$ cat src/rtl/pwm_pkg.sv
// PWM subsystem shared types and defaults.
// Used by the generator and the capture path.
package pwm_pkg;

  localparam int PWM_CNT_W = 16;

  typedef enum logic [1:0] {
    WAIT_RISE = 2'd0,
    HIGH      = 2'd1,
    LOW       = 2'd2
  } pwm_cap_state_e;

endpackage

$ cat src/rtl/pwm_sync_edge.sv
// Multi-flop synchronizer for an async input.
// Provides the synced level and its rise/fall strobes.
module pwm_sync_edge #(
  parameter int STAGES = 2
) (
  input  logic i_clk,
  input  logic i_rst,
  input  logic i_d,
  output logic o_s,
  output logic o_rise,
  output logic o_fall
);

  logic [STAGES-1:0] sync_q;
  logic              s_d;

  // shift the async input through the chain, keep one delayed copy
  always_ff @(posedge i_clk) begin
    if (i_rst) begin
      sync_q <= '0;
      s_d    <= 1'b0;
    end else begin
      sync_q <= {sync_q[STAGES-2:0], i_d};
      s_d    <= sync_q[STAGES-1];
    end
  end

  assign o_s    = sync_q[STAGES-1];
  assign o_rise = o_s & ~s_d;
  assign o_fall = ~o_s & s_d;

endmodule

$ cat src/rtl/pwm_capture.sv
// PWM capture: measures high time and period of an
// incoming waveform and flags stuck-high/low inputs.
module pwm_capture
  import pwm_pkg::*;
#(
  parameter int CNT_W       = PWM_CNT_W,
  parameter int TIMEOUT     = 1024,
  parameter int SYNC_STAGES = 2
) (
  input  logic             i_clk,
  input  logic             i_rst,
  input  logic             i_pwm,
  output logic [CNT_W-1:0] o_high_cnt,
  output logic [CNT_W-1:0] o_period_cnt,
  output logic             o_valid,
  output logic             o_stuck,
  output logic             o_stuck_lvl
);

  localparam logic [CNT_W-1:0] CNT_MAX   = '1;
  localparam logic [CNT_W-1:0] IDLE_LAST = CNT_W'(TIMEOUT - 1);

  function automatic logic [CNT_W-1:0] sat_inc(
    input logic [CNT_W-1:0] v
  );
    return (v == CNT_MAX) ? v : v + 1'b1;
  endfunction

  logic s, rise, fall, edge_seen;

  pwm_sync_edge #(
    .STAGES (SYNC_STAGES)
  ) u_sync (
    .i_clk  (i_clk),
    .i_rst  (i_rst),
    .i_d    (i_pwm),
    .o_s    (s),
    .o_rise (rise),
    .o_fall (fall)
  );

  assign edge_seen = rise | fall;

  pwm_cap_state_e   state, state_n;
  logic [CNT_W-1:0] hi_c, hi_n;
  logic [CNT_W-1:0] lo_c, lo_n;
  logic [CNT_W-1:0] idle_c, idle_n;
  logic [CNT_W-1:0] high_n, period_n;
  logic             valid_n, stuck_n, lvl_n;
  logic [CNT_W:0]   sum_w;
  logic [CNT_W-1:0] period_sat;
  logic             timeout_hit;

  assign sum_w      = {1'b0, hi_c} + {1'b0, lo_c};
  assign period_sat = sum_w[CNT_W] ? CNT_MAX
                                   : sum_w[CNT_W-1:0];

  // idle count sticks at its last value until an edge arrives
  assign timeout_hit = ~edge_seen & (idle_c == IDLE_LAST);

  // state, counters and output registers
  always_ff @(posedge i_clk) begin
    if (i_rst) begin
      state        <= WAIT_RISE;
      hi_c         <= '0;
      lo_c         <= '0;
      idle_c       <= '0;
      o_high_cnt   <= '0;
      o_period_cnt <= '0;
      o_valid      <= 1'b0;
      o_stuck      <= 1'b0;
      o_stuck_lvl  <= 1'b0;
    end else begin
      state        <= state_n;
      hi_c         <= hi_n;
      lo_c         <= lo_n;
      idle_c       <= idle_n;
      o_high_cnt   <= high_n;
      o_period_cnt <= period_n;
      o_valid      <= valid_n;
      o_stuck      <= stuck_n;
      o_stuck_lvl  <= lvl_n;
    end
  end

  // next-state: measurement FSM, then timeout overrides
  always_comb begin
    state_n  = state;
    hi_n     = hi_c;
    lo_n     = lo_c;
    idle_n   = idle_c;
    high_n   = o_high_cnt;
    period_n = o_period_cnt;
    valid_n  = 1'b0;
    stuck_n  = o_stuck;
    lvl_n    = o_stuck_lvl;

    if (edge_seen) begin
      idle_n = '0;
    end else if (idle_c != IDLE_LAST) begin
      idle_n = idle_c + 1'b1;
    end

    unique case (state)
      WAIT_RISE: begin
        if (rise) begin
          hi_n    = {{(CNT_W-1){1'b0}}, 1'b1};
          lo_n    = '0;
          state_n = HIGH;
        end
      end
      HIGH: begin
        if (fall) begin
          lo_n    = {{(CNT_W-1){1'b0}}, 1'b1};
          state_n = LOW;
        end else if (s) begin
          hi_n = sat_inc(hi_c);
        end
      end
      LOW: begin
        if (rise) begin
          high_n   = hi_c;
          period_n = period_sat;
          valid_n  = 1'b1;
          hi_n     = {{(CNT_W-1){1'b0}}, 1'b1};
          lo_n     = '0;
          state_n  = HIGH;
        end else if (!s) begin
          lo_n = sat_inc(lo_c);
        end
      end
      default: begin
        state_n = WAIT_RISE;
      end
    endcase

    if (edge_seen) begin
      stuck_n = 1'b0;
      lvl_n   = 1'b0;
    end

    if (timeout_hit) begin
      stuck_n = 1'b1;
      lvl_n   = s;
      state_n = WAIT_RISE;
      hi_n    = '0;
      lo_n    = '0;
    end
  end

endmodule

$ cat config.mk
export PLATFORM = sky130hd
export DESIGN_NAME = pwm_capture
export DESIGN_NICKNAME = d
export VERILOG_FILES = /design/src/rtl/pwm_pkg.sv /design/src/rtl/pwm_sync_edge.sv /design/src/rtl/pwm_capture.sv
export SDC_FILE = /design/constraint.sdc
export NUM_CORES = 1
export LEC_CHECK = 0
export CORE_UTILIZATION = 30
export DETAILED_ROUTE_END_ITERATION = 10
export SLEW_MARGIN = 10
export SYNTH_ARGS = -nofsm -noshare
export SYNTH_HDL_FRONTEND = slang
export SYNTH_SLANG_ARGS = --single-unit
export TNS_END_PERCENT = 50
$ cat constraint.sdc
create_clock -name i_clk -period 3.6 [get_ports i_clk]
set_input_delay 1.08 -clock i_clk [delete_from_list [all_inputs] [get_ports i_clk]]
set_output_delay 1.08 -clock i_clk [all_outputs]
set_load 0.01 [all_outputs]
==> flow_summary_export.csv, run 1 <==
group,metric,value,unit
clock_network,post-cts-setup-buffers,0,
run_status,status,"completed",
sta,period_share,0.775,
detailed_routing,drt-pass1-iter-count,5,
grt,met1_usage,0.200,
power,p_sw_frac,0.222,
logic_synthesis,syn-num-nets,602,
die,start_util,0.307,
grt,grt_pass1_vias,4077,
logic_synthesis,yosysSeqAreaShare,0.378,
critical_path,path_class,"flip-flop to flip-flop",
critical_path,rr_startpoint,"hi_c[0]",
clock_network,root_buffer,"clkbuf_16",
power,internal-power,1620,uW
die,io-pin-count,38,
logic_synthesis,synthTopCellsByArea,"dfxtp_1 (38%), a21oi_1 (7.5%), ha_1 (7.0%)",
die,dieArea,16000,sq um
min_path,hold_class,"flip-flop to flip-flop",
logic_synthesis,synth_top_area_share,0.378,
power,p_seq_frac,0.474,
die,rows,45,
place,placed_cell_area,5230,sq um
die,core,15200,sq um
grt,grt.total_usage,0.160,
logic_synthesis,yosysUniqueCellTypes,58,
min_path,hp-start,"u_sync.sync_q[0]",
critical_path,start_kind,"flip-flop",
sta,rsz0062_at_grt,"false",
logic_synthesis,synth_compound_area_frac,0.233,
min_path,whs_path_depth,1,
clock_network,htreeDepth,3,
min_path,min_to,"u_sync.sync_q[1]",
logic_synthesis,synth_xor_area_frac,0.0394,
final_layout,fin_cells,799,
logic_synthesis,synth_common_cells,"dfxtp_1 (88), nand2_1 (82), a21oi_1 (70)",
detailed_routing,ant_nets,0,
grt,grt_busiest_layer,"met2",
critical_path,cp.required,3.83,ns
final_layout,n_antenna_cell,0,
sta,setup_tns,0,ns
logic_synthesis,synth-simple-area-share,0.250,
logic_synthesis,syn_inst,572,
power,power_frac_comb,0.038,
grt,gr-usage-met3,0.0325,
sta,fmaxAchievable,0.359,GHz
logic_synthesis,yosysWarnings,0,
sta,finalMaxSlewViolations,0,
place,dp_cells,783,
grt,grt_pass1_wl,20300,um
clock_network,clkLatencyLatePin,0.35,ns
final_layout,drive_gt1_frac,0.0524,
clock_network,clk_pin_slew_worst_paths,0.06,ns
logic_synthesis,syn-cell-area,4660,sq um
grt,overflow,0,
logic_synthesis,synthAdderAreaFrac,0.0741,
logic_synthesis,yosysMostFrequentCell,"dfxtp_1",
detailed_routing,finalWirelength,12400,um
die,dieWidth,127,um
logic_synthesis,async_reset_ff_frac,0,
sta,hold_viol_final,0,
sta,tightest_slew,1.13,ns
clock_network,cts_buffers,9,
power,switching_power,462,uW
logic_synthesis,synth-edff-count,0,
place,numPortBuffers,37,
logic_synthesis,synth_area_per_cell,8.15,sq um
logic_synthesis,synth_top_family_by_area,"simple AND/OR/NAND/NOR gates",
critical_path,critPathArrivalTime,3.02,ns
run,drv_cap,0,
power,p_total,2080,uW
critical_path,worstPathMaxFanout,16,
critical_path,reg2reg_setup_slack,0.81,ns
clock_network,cts_max_path_buffers,2,
detailed_routing,drtIter0Drc,422,
power,clock_power_share,0.488,
place,place_congestion,0.843,
final_layout,final_nets,636,
grt,grt_max_degree,27,
sta,relSlewSlack,0.244,
critical_path,crit_path_end_kind,"flip-flop",
grt,grtUsageMet2,0.268,
die,die_height,127,um
detailed_routing,drc_errors,0,
detailed_routing,wl_per_cell,15.5,um
sta,fin_crit,2.79,ns
logic_synthesis,synth_top_cell_by_area,"dfxtp_1",
logic_synthesis,ys_ff_latch,88,
power,irDropWorstVdd,0.000207,V
power,powerDensity,375,nW/um^2
logic_synthesis,synth_ff_type,"dfxtp_1",
sta,setup_viol,0,
clock_network,cts_tree,"built",
critical_path,rr_endpoint,"o_period_cnt[15]",
clock_network,cts_sinks,88,
clock_network,cts_hold_buf,0,
detailed_routing,vias_per_cell,5.47,
final_layout,stdcell_area,5550,sq um
power,p_leak,0.00197,uW
logic_synthesis,synthMuxAreaShare,0,
final_layout,syn_to_final_growth,19.0,%
critical_path,ff2ff_path_depth,8,
clock_network,ctsResizeCount,0,
grt,grt_antenna_before_repair,0,
place,hpwl,8970,um
detailed_routing,vias,4372,
sta,fin_skew,0.00780,ns
-- cell families (layout without fill, tap and decap cells) --
| group | Yosys count | count (layout) |
|---|---|---|
| buffers and inverters | 31 | 70 |
| and+or+nand+nor | 236 | 236 |
| DFF | 88 | 88 |
| adders and majority gates | 27 | 27 |
| xor gates and xnor gates | 21 | 21 |
| AOI/OAI and AO/OA | 169 | 169 |
-- stage by stage --
step	hold slack, ns	utilization	worst slack [ns]
after detailed placement	0.438	0.344	0.772
after floorplan	0.414	-	1.09
final	0.454	0.365	0.811
after global placement	0.445	0.344	0.814
after CTS	0.454	0.365	0.814
after global routing	0.468	0.365	0.651
-- power by group through the flow --
| stage | Clock, uW | Combinational, uW | Sequential [uW] |
|---|---|---|---|
| after floorplan | 0 | 55.8 | 1010 |
| after global placement | 0 | 75.3 | 1010 |
| after detailed placement | 0 | 77.0 | 1010 |
| after CTS | 1040 | 77.7 | 985 |
| after global routing | 1070 | 86.1 | 986 |
| final | 1010 | 78.1 | 986 |
-- sequential cells by signal (all words and copies together) (netlist names) --
register       count
o_high_cnt        16
o_stuck            1
lo_c              16
o_period_cnt      16
o_stuck_lvl        1
hi_c              16
u_sync.s_d         1
idle_c            16
state              2
o_valid            1
u_sync.sync_q      2
-- worst max path at each step --
stage	start	end	cells past startpoint
6_report	hi_c[0]	o_period_cnt[15]	8
5_1_grt	hi_c[0]	o_period_cnt[15]	8
4_1_cts	hi_c[0]	o_period_cnt[15]	8
3_5_place_dp	i_rst	hi_c[15]	6
3_3_place_gp	i_rst	hi_c[15]	6
2_1_floorplan	hi_c[0]	o_period_cnt[15]	8
-- layout make-up --
class	instances	area, sq um
fill	1540	9650
multi-input combinational	453	2780
sequential	88	1760
clock buffer	10	229
inverter	12	45.0
timing repair buffer	42	408
clock inverter	6	91.3
tap	188	235
-- cells in the final DEF (no fill, tap or decap), drive strengths merged, types with 11 or more instances in the layout --
cell type and n:
dfxtp 88, nand2 83, a21oi 70, nor2 46, o21ai 39, clkdlybuf4s50 37
ha 26, nand3 19, nor3 16, and3 15, nand4 13, inv 12
xor2 11, or3 11
-- layer usage --
metal	routed length, um	vias up
li1	-	2169
met1	5650	2073
met2	5860	106
met3	574	24
met4	294	0
met5	0	-
-- critical path, stage by stage (launching register included) --
cell	delay, ns
dfxtp_1	0.37
ha_1	0.25
fa_1	0.40
a21o_1	0.22
a221o_1	0.36
a221oi_2	0.36
o211a_4	0.33
nor3_1	0.07
or3_1	0.31
Note: power is estimated with default switching activity, not from simulation.
==> run 2: changes to the inputs <==
==> constraint.sdc (replaced) <==
create_clock -name i_clk -period 2.7 [get_ports i_clk]
set_input_delay 0.81 -clock i_clk [delete_from_list [all_inputs] [get_ports i_clk]]
set_output_delay 0.81 -clock i_clk [all_outputs]
set_load 0.01 [all_outputs]
==> flow_summary_export.csv, run 2 (synthesized netlist as in run 1, its figures left out) <==
group,metric,value,unit
power,p_seq_frac,0.497,
clock_network,cts_sinks,88,
run_status,status,"completed",
sta,relSlewSlack,0.570,
power,p_leak,0.00205,uW
sta,hold_viol_final,0,
final_layout,final_nets,656,
sta,fin_skew,0.00710,ns
sta,whs,0.453,ns
detailed_routing,drt-pass1-iter-count,4,
critical_path,cp.required,2.94,ns
clock_network,cts_tree,"built",
clock_network,htreeDepth,3,
critical_path,crit_start,"hi_c[0]",
clock_network,cts_buffers,9,
sta,tightest_slew,0.645,ns
grt,grt_max_degree,27,
power,clock_power_share,0.460,
grt,grt_pass1_vias,3993,
power,switching_power,653,uW
critical_path,crit_path_end_kind,"flip-flop",
final_layout,final_cell_mix,"dfxtp_1 (88), nand2_1 (82), a21oi_1 (70), nor2_1 (46), o21ai_0 (38)",
critical_path,ff2ff_path_depth,8,
die,core,15200,sq um
die,start_util,0.307,
power,p_sw_frac,0.247,
die,rows,45,
critical_path,start_kind,"flip-flop",
power,internal-power,1990,uW
grt,grt_antenna_before_repair,0,
place,hpwl,9020,um
min_path,whs_path_depth,2,
critical_path,path_class,"flip-flop to flip-flop",
final_layout,fillCellCount,1536,
die,dieArea,16000,sq um
clock_network,clkLatencyLatePin,0.36,ns
die,io-pin-count,38,
power,powerDensity,464,nW/um^2
critical_path,critPathArrivalTime,2.84,ns
detailed_routing,drtIter0Drc,333,
grt,overflow,0,
clock_network,cts_max_path_buffers,2,
grt,grt_pass1_wl,19600,um
final_layout,drive_gt1_frac,0.0856,
final_layout,syn_to_final_growth,21.9,%
detailed_routing,finalWirelength,12200,um
die,dieWidth,127,um
detailed_routing,wl_per_cell,14.9,um
final_layout,final_common_cell,"dfxtp_1",
die,die_height,127,um
final_layout,n_antenna_cell,0,
clock_network,clk_pin_slew_worst_paths,0.07,ns
min_path,hold_class,"flip-flop to flip-flop",
place,place_congestion,0.827,
detailed_routing,ant_nets,0,
place,pre_cts_slack,0.116,ns
detailed_routing,vias_per_cell,5.37,
place,numPortBuffers,37,
sta,finalMaxSlewViolations,0,
sta,fmaxAchievable,0.384,GHz
critical_path,worstPathMaxFanout,3,
min_path,hp-start,"o_stuck_lvl",
sta,fin_ws,0.0983,ns
detailed_routing,vias,4399,
clock_network,root_buffer,"clkbuf_16",
power,irDropWorstVdd,0.000314,V
sta,setup_viol,0,
critical_path,rr_startpoint,"hi_c[0]",
run,drv_cap,0,
sta,period_share,0.964,
sta,setup_tns,0,ns
grt,grt.total_usage,0.155,
detailed_routing,drc_errors,0,
power,power_frac_comb,0.043,
sta,rsz0062_at_grt,"true",
clock_network,cts_hold_buf,0,
sta,fin_crit,2.60,ns
==> run 2: changes by cell type in the layout (fill, tap and decap cells not counted), moves of 2 or more <==
cell	previous run	this run
buf_4	5	25
bufinv_16	2	0
clkinvlp_4	0	2
inv_8	0	2
==> run 2: path summary, 6_finish.rpt <==
check,endpoint,slack [ns]
setup / recovery,o_period_cnt[15],0.1
hold / removal,o_stuck_lvl,0.45
setup reg to reg,o_period_cnt[15],0.1
hold reg to reg,o_stuck_lvl,0.45
==> run 2: area by class of cell <==
class                   count  area, sq um  area share
well taps                 188          235      0.0414
multi-input cells         453         2800       0.492
clock inverters             7         63.8      0.0112
clock buffers               9          225      0.0396
flip-flops and latches     88         1760       0.310
repair buffers             62          558      0.0982
inverters                  12         45.0     0.00792
==> run 2: power groups by stage <==
stage / combinational, uW / sequential (uW) / clock (uW)
finish: 114 / 1310 / 1210
global placement: 111 / 1340 / 0
global route: 125 / 1310 / 1290
detailed placement: 113 / 1340 / 0
floorplan: 74.5 / 1340 / 0
CTS: 114 / 1310 / 1250
==> run 2: repair_timing <==
action	in CTS	in global routing
setup buffers	0	0
setup endpoints to repair	0	3
resized for setup	0	2
==> run 2: layer usage <==
metal  vias up  track usage  share of wire
met3        16       0.0321          0.040
met5         -            0              0
met2        84        0.258           0.47
met1      2101        0.192           0.46
li1       2198            -              -
met4         0       0.0721          0.026
==> run 2: worst max-delay path: stages (launching register included) <==
cell	delay, ns
dfxtp_1	0.32
ha_1	0.22
fa_1	0.42
a21o_1	0.23
a221o_1	0.38
a221oi_4	0.35
o211a_4	0.23
nor3_1	0.05
or3_1	0.30
==> run 2: metrics by stage <==
stage                util  area (sq um)  total power [uW]  instances
floorplan               -          4660              1420        572
global placement    0.354          5380              1450        803
detailed placement  0.354          5380              1450        803
CTS                 0.373          5670              2680        819
global route        0.374          5690              2730        819
finish              0.374          5690              2640        819
